<file path="config.mk">
export PLATFORM = sky130hd
export DESIGN_NAME = aes_req_arbiter
export DESIGN_NICKNAME = d
export VERILOG_FILES = /design/src/rtl/aes_req_arbiter.sv
export SDC_FILE = /design/constraint.sdc
export NUM_CORES = 1
export LEC_CHECK = 0
export BUFFER_PORTS_ARGS = -buffer_cell sky130_fd_sc_hd__buf_2
export CORE_AREA = 2 2 405 407
export CTS_CLUSTER_SIZE = 16
export DETAILED_ROUTE_END_ITERATION = 6
export DIE_AREA = 0 0 407 409
export HOLD_SLACK_MARGIN = 0.05
export SYNTH_ARGS = -nofsm -noshare
export SYNTH_HDL_FRONTEND = slang
export SYNTH_SLANG_ARGS = --single-unit
export TNS_END_PERCENT = 1
</file>
<file path="constraint.sdc">
create_clock -name clk -period 1.77 [get_ports clk]
set_input_delay 0.2655 -clock clk [delete_from_list [all_inputs] [get_ports clk]]
set_output_delay 0.2655 -clock clk [all_outputs]
set_load 0.005 [all_outputs]
</file>
<file path="src/rtl/aes_req_arbiter.sv">
// aes_req_arbiter: two-requester round-robin front end for a single AES-128 core.
// Grants one requester at a time, captures its key/plaintext, launches the core,
// returns the ciphertext to the granted requester and wipes all key material
// once the response is accepted.
//
// Optional build macro AES_ARB_TIMEOUT_EN: when defined, an operation stuck in
// WAIT for TIMEOUT cycles is aborted and answered with rsp_err_o=1 and zero data.
// When undefined, WAIT holds until the core answers and rsp_err_o is tied low.
module aes_req_arbiter #(
  parameter int unsigned TIMEOUT = 255
) (
  input  logic                  clk,
  input  logic                  rst_n,
  input  logic [1:0]            req_i,
  input  logic [1:0][127:0]     req_key_i,
  input  logic [1:0][127:0]     req_data_i,
  output logic [1:0]            gnt_o,
  output logic [1:0]            rsp_valid_o,
  input  logic [1:0]            rsp_ready_i,
  output logic [127:0]          rsp_data_o,
  output logic                  rsp_err_o,
  output logic                  core_start_o,
  output logic [127:0]          core_key_o,
  output logic [127:0]          core_data_o,
  input  logic                  core_valid_i,
  input  logic [127:0]          core_data_i,
  output logic                  core_key_clear_o,
  output logic [15:0]           op_count_o
);

  typedef enum logic [1:0] {
    S_IDLE  = 2'd0,
    S_START = 2'd1,
    S_WAIT  = 2'd2,
    S_RESP  = 2'd3
  } state_t;

  state_t         state_q, state_d;
  logic           sel_q;      // requester owning the current operation
  logic           last_q;     // requester served most recently
  logic [127:0]   key_q;
  logic [127:0]   data_q;
  logic [127:0]   rsp_q;
  logic [15:0]    op_cnt_q;

  logic           pick;       // round-robin choice for this IDLE cycle
  logic           grant;      // capture request into the operation regs
  logic           rsp_load;   // capture core ciphertext
  logic           accept;     // response taken by the owning requester

`ifdef AES_ARB_TIMEOUT_EN
  localparam logic [7:0] TMO_LAST = 8'(TIMEOUT - 1);
  logic [7:0]     tmo_cnt_q;
  logic           tmo_hit;
  logic           err_q;
`endif

  // Round-robin pick: a lone requester always wins, a tie goes to the one not last served.
  always_comb begin
    pick = 1'b0;
    case (req_i)
      2'b01:   pick = 1'b0;
      2'b10:   pick = 1'b1;
      2'b11:   pick = ~last_q;
      default: pick = 1'b0;
    endcase
  end

  // Next-state and output decode; outputs are zero unless the state drives them.
  always_comb begin
    state_d          = state_q;
    gnt_o            = 2'b00;
    rsp_valid_o      = 2'b00;
    rsp_data_o       = '0;
    rsp_err_o        = 1'b0;
    core_start_o     = 1'b0;
    core_key_o       = '0;
    core_data_o      = '0;
    core_key_clear_o = 1'b0;
    grant            = 1'b0;
    rsp_load         = 1'b0;
    accept           = 1'b0;
`ifdef AES_ARB_TIMEOUT_EN
    tmo_hit          = 1'b0;
`endif
    case (state_q)
      S_IDLE: begin
        // The grant is combinational on req_i, so it is masked while reset is
        // asserted to keep every output low during reset.
        if ((|req_i) && rst_n) begin
          gnt_o[pick] = 1'b1;
          grant       = 1'b1;
          state_d     = S_START;
        end
      end
      S_START: begin
        core_start_o = 1'b1;
        core_key_o   = key_q;
        core_data_o  = data_q;
        state_d      = S_WAIT;
      end
      S_WAIT: begin
        core_key_o  = key_q;
        core_data_o = data_q;
        if (core_valid_i) begin
          rsp_load = 1'b1;
          state_d  = S_RESP;
        end
`ifdef AES_ARB_TIMEOUT_EN
        else if (tmo_cnt_q == TMO_LAST) begin
          tmo_hit = 1'b1;
          state_d = S_RESP;
        end
`endif
      end
      S_RESP: begin
        rsp_valid_o[sel_q] = 1'b1;
        rsp_data_o         = rsp_q;
`ifdef AES_ARB_TIMEOUT_EN
        rsp_err_o          = err_q;
`endif
        // Only the owner's ready matters; the other requester's is ignored.
        if (rsp_ready_i[sel_q]) begin
          accept           = 1'b1;
          core_key_clear_o = 1'b1;
          state_d          = S_IDLE;
        end
      end
      default: state_d = S_IDLE;
    endcase
  end

  // State register.
  always_ff @(posedge clk or negedge rst_n) begin
    if (!rst_n) state_q <= S_IDLE;
    else        state_q <= state_d;
  end

  // Operation registers: capture on grant/core result, wipe on accept.
  always_ff @(posedge clk or negedge rst_n) begin
    if (!rst_n) begin
      sel_q    <= 1'b0;
      last_q   <= 1'b1;   // requester 0 wins the first tie
      key_q    <= '0;
      data_q   <= '0;
      rsp_q    <= '0;
      op_cnt_q <= '0;
    end else begin
      if (grant) begin
        sel_q  <= pick;
        key_q  <= req_key_i[pick];
        data_q <= req_data_i[pick];
      end
      if (rsp_load) rsp_q <= core_data_i;
`ifdef AES_ARB_TIMEOUT_EN
      if (tmo_hit) rsp_q <= '0;
`endif
      if (accept) begin
        key_q  <= '0;
        data_q <= '0;
        rsp_q  <= '0;
        last_q <= sel_q;
        if (op_cnt_q != 16'hFFFF) op_cnt_q <= op_cnt_q + 16'd1;
      end
    end
  end

`ifdef AES_ARB_TIMEOUT_EN
  // WAIT watchdog: cleared while entering WAIT, counts every WAIT cycle.
  always_ff @(posedge clk or negedge rst_n) begin
    if (!rst_n)                 tmo_cnt_q <= '0;
    else if (state_q == S_START) tmo_cnt_q <= '0;
    else if (state_q == S_WAIT)  tmo_cnt_q <= tmo_cnt_q + 8'd1;
  end

  // Error flag travels with the response and is wiped on accept.
  always_ff @(posedge clk or negedge rst_n) begin
    if (!rst_n)        err_q <= 1'b0;
    else if (rsp_load) err_q <= 1'b0;
    else if (tmo_hit)  err_q <= 1'b1;
    else if (accept)   err_q <= 1'b0;
  end
`endif

  assign op_count_o = op_cnt_q;

`ifndef SYNTHESIS
  a_tmo_range: assert property (@(posedge clk) (TIMEOUT >= 1) && (TIMEOUT <= 255));
  a_gnt_1hot:  assert property (@(posedge clk) disable iff (!rst_n) $onehot0(gnt_o));
  a_rsp_1hot:  assert property (@(posedge clk) disable iff (!rst_n) $onehot0(rsp_valid_o));
  a_start_1c:  assert property (@(posedge clk) disable iff (!rst_n) core_start_o |=> !core_start_o);
  a_clr_1c:    assert property (@(posedge clk) disable iff (!rst_n) core_key_clear_o |=> !core_key_clear_o);
`endif

endmodule

</file>
==> key figures <==
Critical path
  – Critical setup path kind: register to output pin
  – CP top delay family: buffers and inverters
  – CP Buf/Inv Count: 5
  – Crit. End Element: output pin
  – CP arrival: 2200 ps
  – Crit Path Max Fanout: 8
  – Worst endpoint required time: 1500 ps
  – Crit-path cells: inv_2 -> ha_4 -> buf_12 -> buf_16 -> clkbuf_16 -> and2_1 -> buf_2
  – Worst path slowest cell: dfrtp_1
  – Startpoint types: register
  – Worst path max stage delay: 380 ps

Finish
  – Sequential Area: 10110 um2
  – Final Util: 24.43%
  – Layout Cells excl Fill: 6456
  – Fraction of layout cells with a size suffix above 1: 34.67%
  – Fill cells: 17.44k
  – Final nets: 4856
  – Area delta synth->final: 90.64%
  – Multi-input gate area: 10230 um2

Timing
  – # setup viols final: 580
  – Slew HR: 43.32%
  – RSZ-0062 raised after global routing: true
  – Final Hold Fails: 0
  – Worst Skew: 33.48 ps
  – Final Cycle Share: 139.1%
  – Final Critical Period: 2462 ps
  – Max Slew Vio Count: 0
  – Worst slew pin tran: 850.1 ps
  – Setup WS post-layout: -692.2 ps
  – FMAX: 406.1 MHz

Global route
  – Number of global-route vias before repair: 26.95k
  – Largest net degree at the start of global routing: 106
  – Initial antenna violation count: 60
  – Global Route met1 Usage: 19.57%
  – GRT Max-Usage Layer: met2
  – Routing usage on met3: 4.734%
  – Met2 Use GR: 26.82%
  – First-pass GRT wire length: 194800 um
  – Total gr overflow: 0
  – GRT Total Usage: 16.24%

Clock tree
  – Clk slew on worst S/H paths: 60 ps
  – Clock Tree Root: clkbuf_16
  – Sink Count: 404
  – CTS tree: yes
  – Max H-tree Level: 2
  – Clk Latency, worst-skew pair: 640 ps
  – Clock Tree Buf Depth: 3
  – Total clock buffers created by CTS: 52

Route
  – Post-route DRC: 0
  – Post-DR wirelength/cell: 22.46 um
  – Pre-antenna DRT Iters: 7
  – DR vias/cell: 4.129
  – DR vias: 26.66k
  – Antenna-violating nets left: 0
  – Final wirelength: 145000 um
  – DR iter-0 viols: 2382

Synth
  – EDFF count, synth: 0
  – Synth unique cells: 36
  – Yosys warning count: 0
  – Synth Register Bits: 404
  – Main area contributors after synthesis: dfrtp_1 49%, nand2_1 14%, and2_1 12%
  – Area leader, netlist: dfrtp_1
  – Post-synth top cells: 779 x nand2_1, 403 x dfrtp_1, 388 x and2_1
  – Syn avg cell area: 8.268 um2
  – Synthesized netlist net count: 3164
  – Async S/R FF share, synth: 100.0%
  – Main flop type after synthesis: dfrtp_1
  – Syn Inst Count: 2511
  – Share of the synthesized area in the top cell type: 48.57%
  – Cell Area, Synth: 20760 um2
  – Post-synthesis sequential area ratio: 48.70%
  – Most frequent cell after synthesis: nand2_1

Min path
  – Hold crit path type: input pin to register

Run status
  – Violated checks: negative setup slack
  – Status: finished, violations left

Power and ir drop
  – Peak supply drop: 1435 uV
  – Pwr/cell area: 1573 nW/um2
  – Lkg Pwr: 18.49 nW

Floorplan
  – Die W: 407 um
  – DIE AREA: 166500 um2
  – Std cell rows: 148
  – Die Y: 409 um
  – Initial Util: 12.81%
  – Core area: 162000 um2
  – # IOs: 1054

Placement
  – PortBufs: 1052
  – Post-DP HPWL: 109100 um
  – Gpl congestion: 1.100
  – Placed Cells: 5661

Run
  – Max-cap violations: 0
-- worst min-delay path: cells and delay by family --
kind	cells	cell delay, ps
and+or+nand+nor	1	190
AOI/OAI and AO/OA	1	140
buffers and inverters	1	100
-- path summary, 6_finish.rpt --
path,startpoint,end,slack (ps),depth (start not counted)
max in group asynchronous,rst_n,key_q[38],350,4
hold / removal,req_data_i[235],data_q[107],110,3
setup / recovery,state_q[0],core_data_o[122],-690,7
min in group asynchronous,rst_n,rsp_q[127],300,3
setup reg to reg,state_q[0],key_q[90],-140,8
hold reg to reg,rsp_q[112],rsp_q[112],520,2
-- layout make-up --
cell class | instances | area share, %
repair buffers | 1867 | 37.02
multi-input cells | 1873 | 25.85
flip-flops and latches | 404 | 25.55
well taps | 2175 | 6.876
clock buffers | 75 | 3.866
clock inverters | 22 | 0.5406
diodes | 35 | 0.2213
inverters | 5 | 0.07903
-- cells by family (layout without fill, tap and decap cells) --
logic type,Yosys count,in the layout,synth area share (%)
adder cells (fa/ha/maj),6,6,0.3616
AO/OA/AOI/OAI,391,391,14.15
AND/OR/NAND/NOR,1458,1458,31.42
other,1,36,0.01806
XOR/XNOR,15,15,0.6328
buffers and inverters,234,1969,4.610
multiplexers,2,2,0.1025
flip-flops,404,404,48.70
-- stage by stage --
stage | instance area (um2) | setup TNS [ps] | hold WS [ps] | power (mW) | worst slack [ps]
2_1_floorplan | 20760 | 0 | -30.09 | 28.52 | 39.14
3_3_place_gp | 29670 | -167320 | 342.4 | 43.08 | -498.6
3_5_place_dp | 29670 | -176140 | 342.6 | 43.48 | -580.9
4_1_cts | 38560 | -266400 | 50.03 | 59.18 | -765.5
5_1_grt | 39560 | -282990 | 58.16 | 65.97 | -775.5
6_report | 39580 | -222220 | 108.7 | 62.27 | -692.2
-- power breakdown --
part / internal, mW / switching (mW)
Combinational: 16.9 / 16.9
Sequential: 13.6 / 3.64
Clock: 6.44 / 4.72
-- what timing repair did --
action | 4_1_cts | 5_1_grt
endpoints found under the setup margin | 793 | 686
gates cloned | 5 | 10
resized for setup | 167 | 166
buffers inserted | 7 | 4
pin swaps | 30 | 66
hold buffers | 637 | 1
hold endpoints to repair | 432 | 1
-- placed cells by master, fill, tap and decap left out, types with 11 or more instances in the layout --
| cell | instances |
|---|---|
| nor2_1 | 259 |
| a311oi_1 | 232 |
| diode_2 | 35 |
| dlygate4sd3_1 | 638 |
| buf_4 | 115 |
| clkbuf_1 | 11 |
| and2_1 | 281 |
| clkbuf_16 | 61 |
| dfrtp_1 | 402 |
| a311oi_2 | 24 |
| and2_4 | 104 |
| xor2_1 | 15 |
| clkinv_2 | 13 |
| nand2_1 | 776 |
| a21oi_1 | 127 |
| buf_16 | 15 |
| buf_6 | 90 |
| buf_2 | 948 |
| buf_12 | 47 |
-- routing by layer --
metal,routed length [um],vias to the layer above
li1,-,11784
met1,57700,13115
met2,68690,1404
met3,12320,331
met4,6124,24
met5,146,-
-- sequential cells by signal, summed over array words and instances, names as in the netlist --
| signal | count |
|---|---|
| last_q | 1 |
| key_q | 128 |
| op_count_o | 16 |
| data_q | 128 |
| sel_q | 1 |
| rsp_q | 128 |
| state_q | 2 |
(Power assumes the default switching activity.)
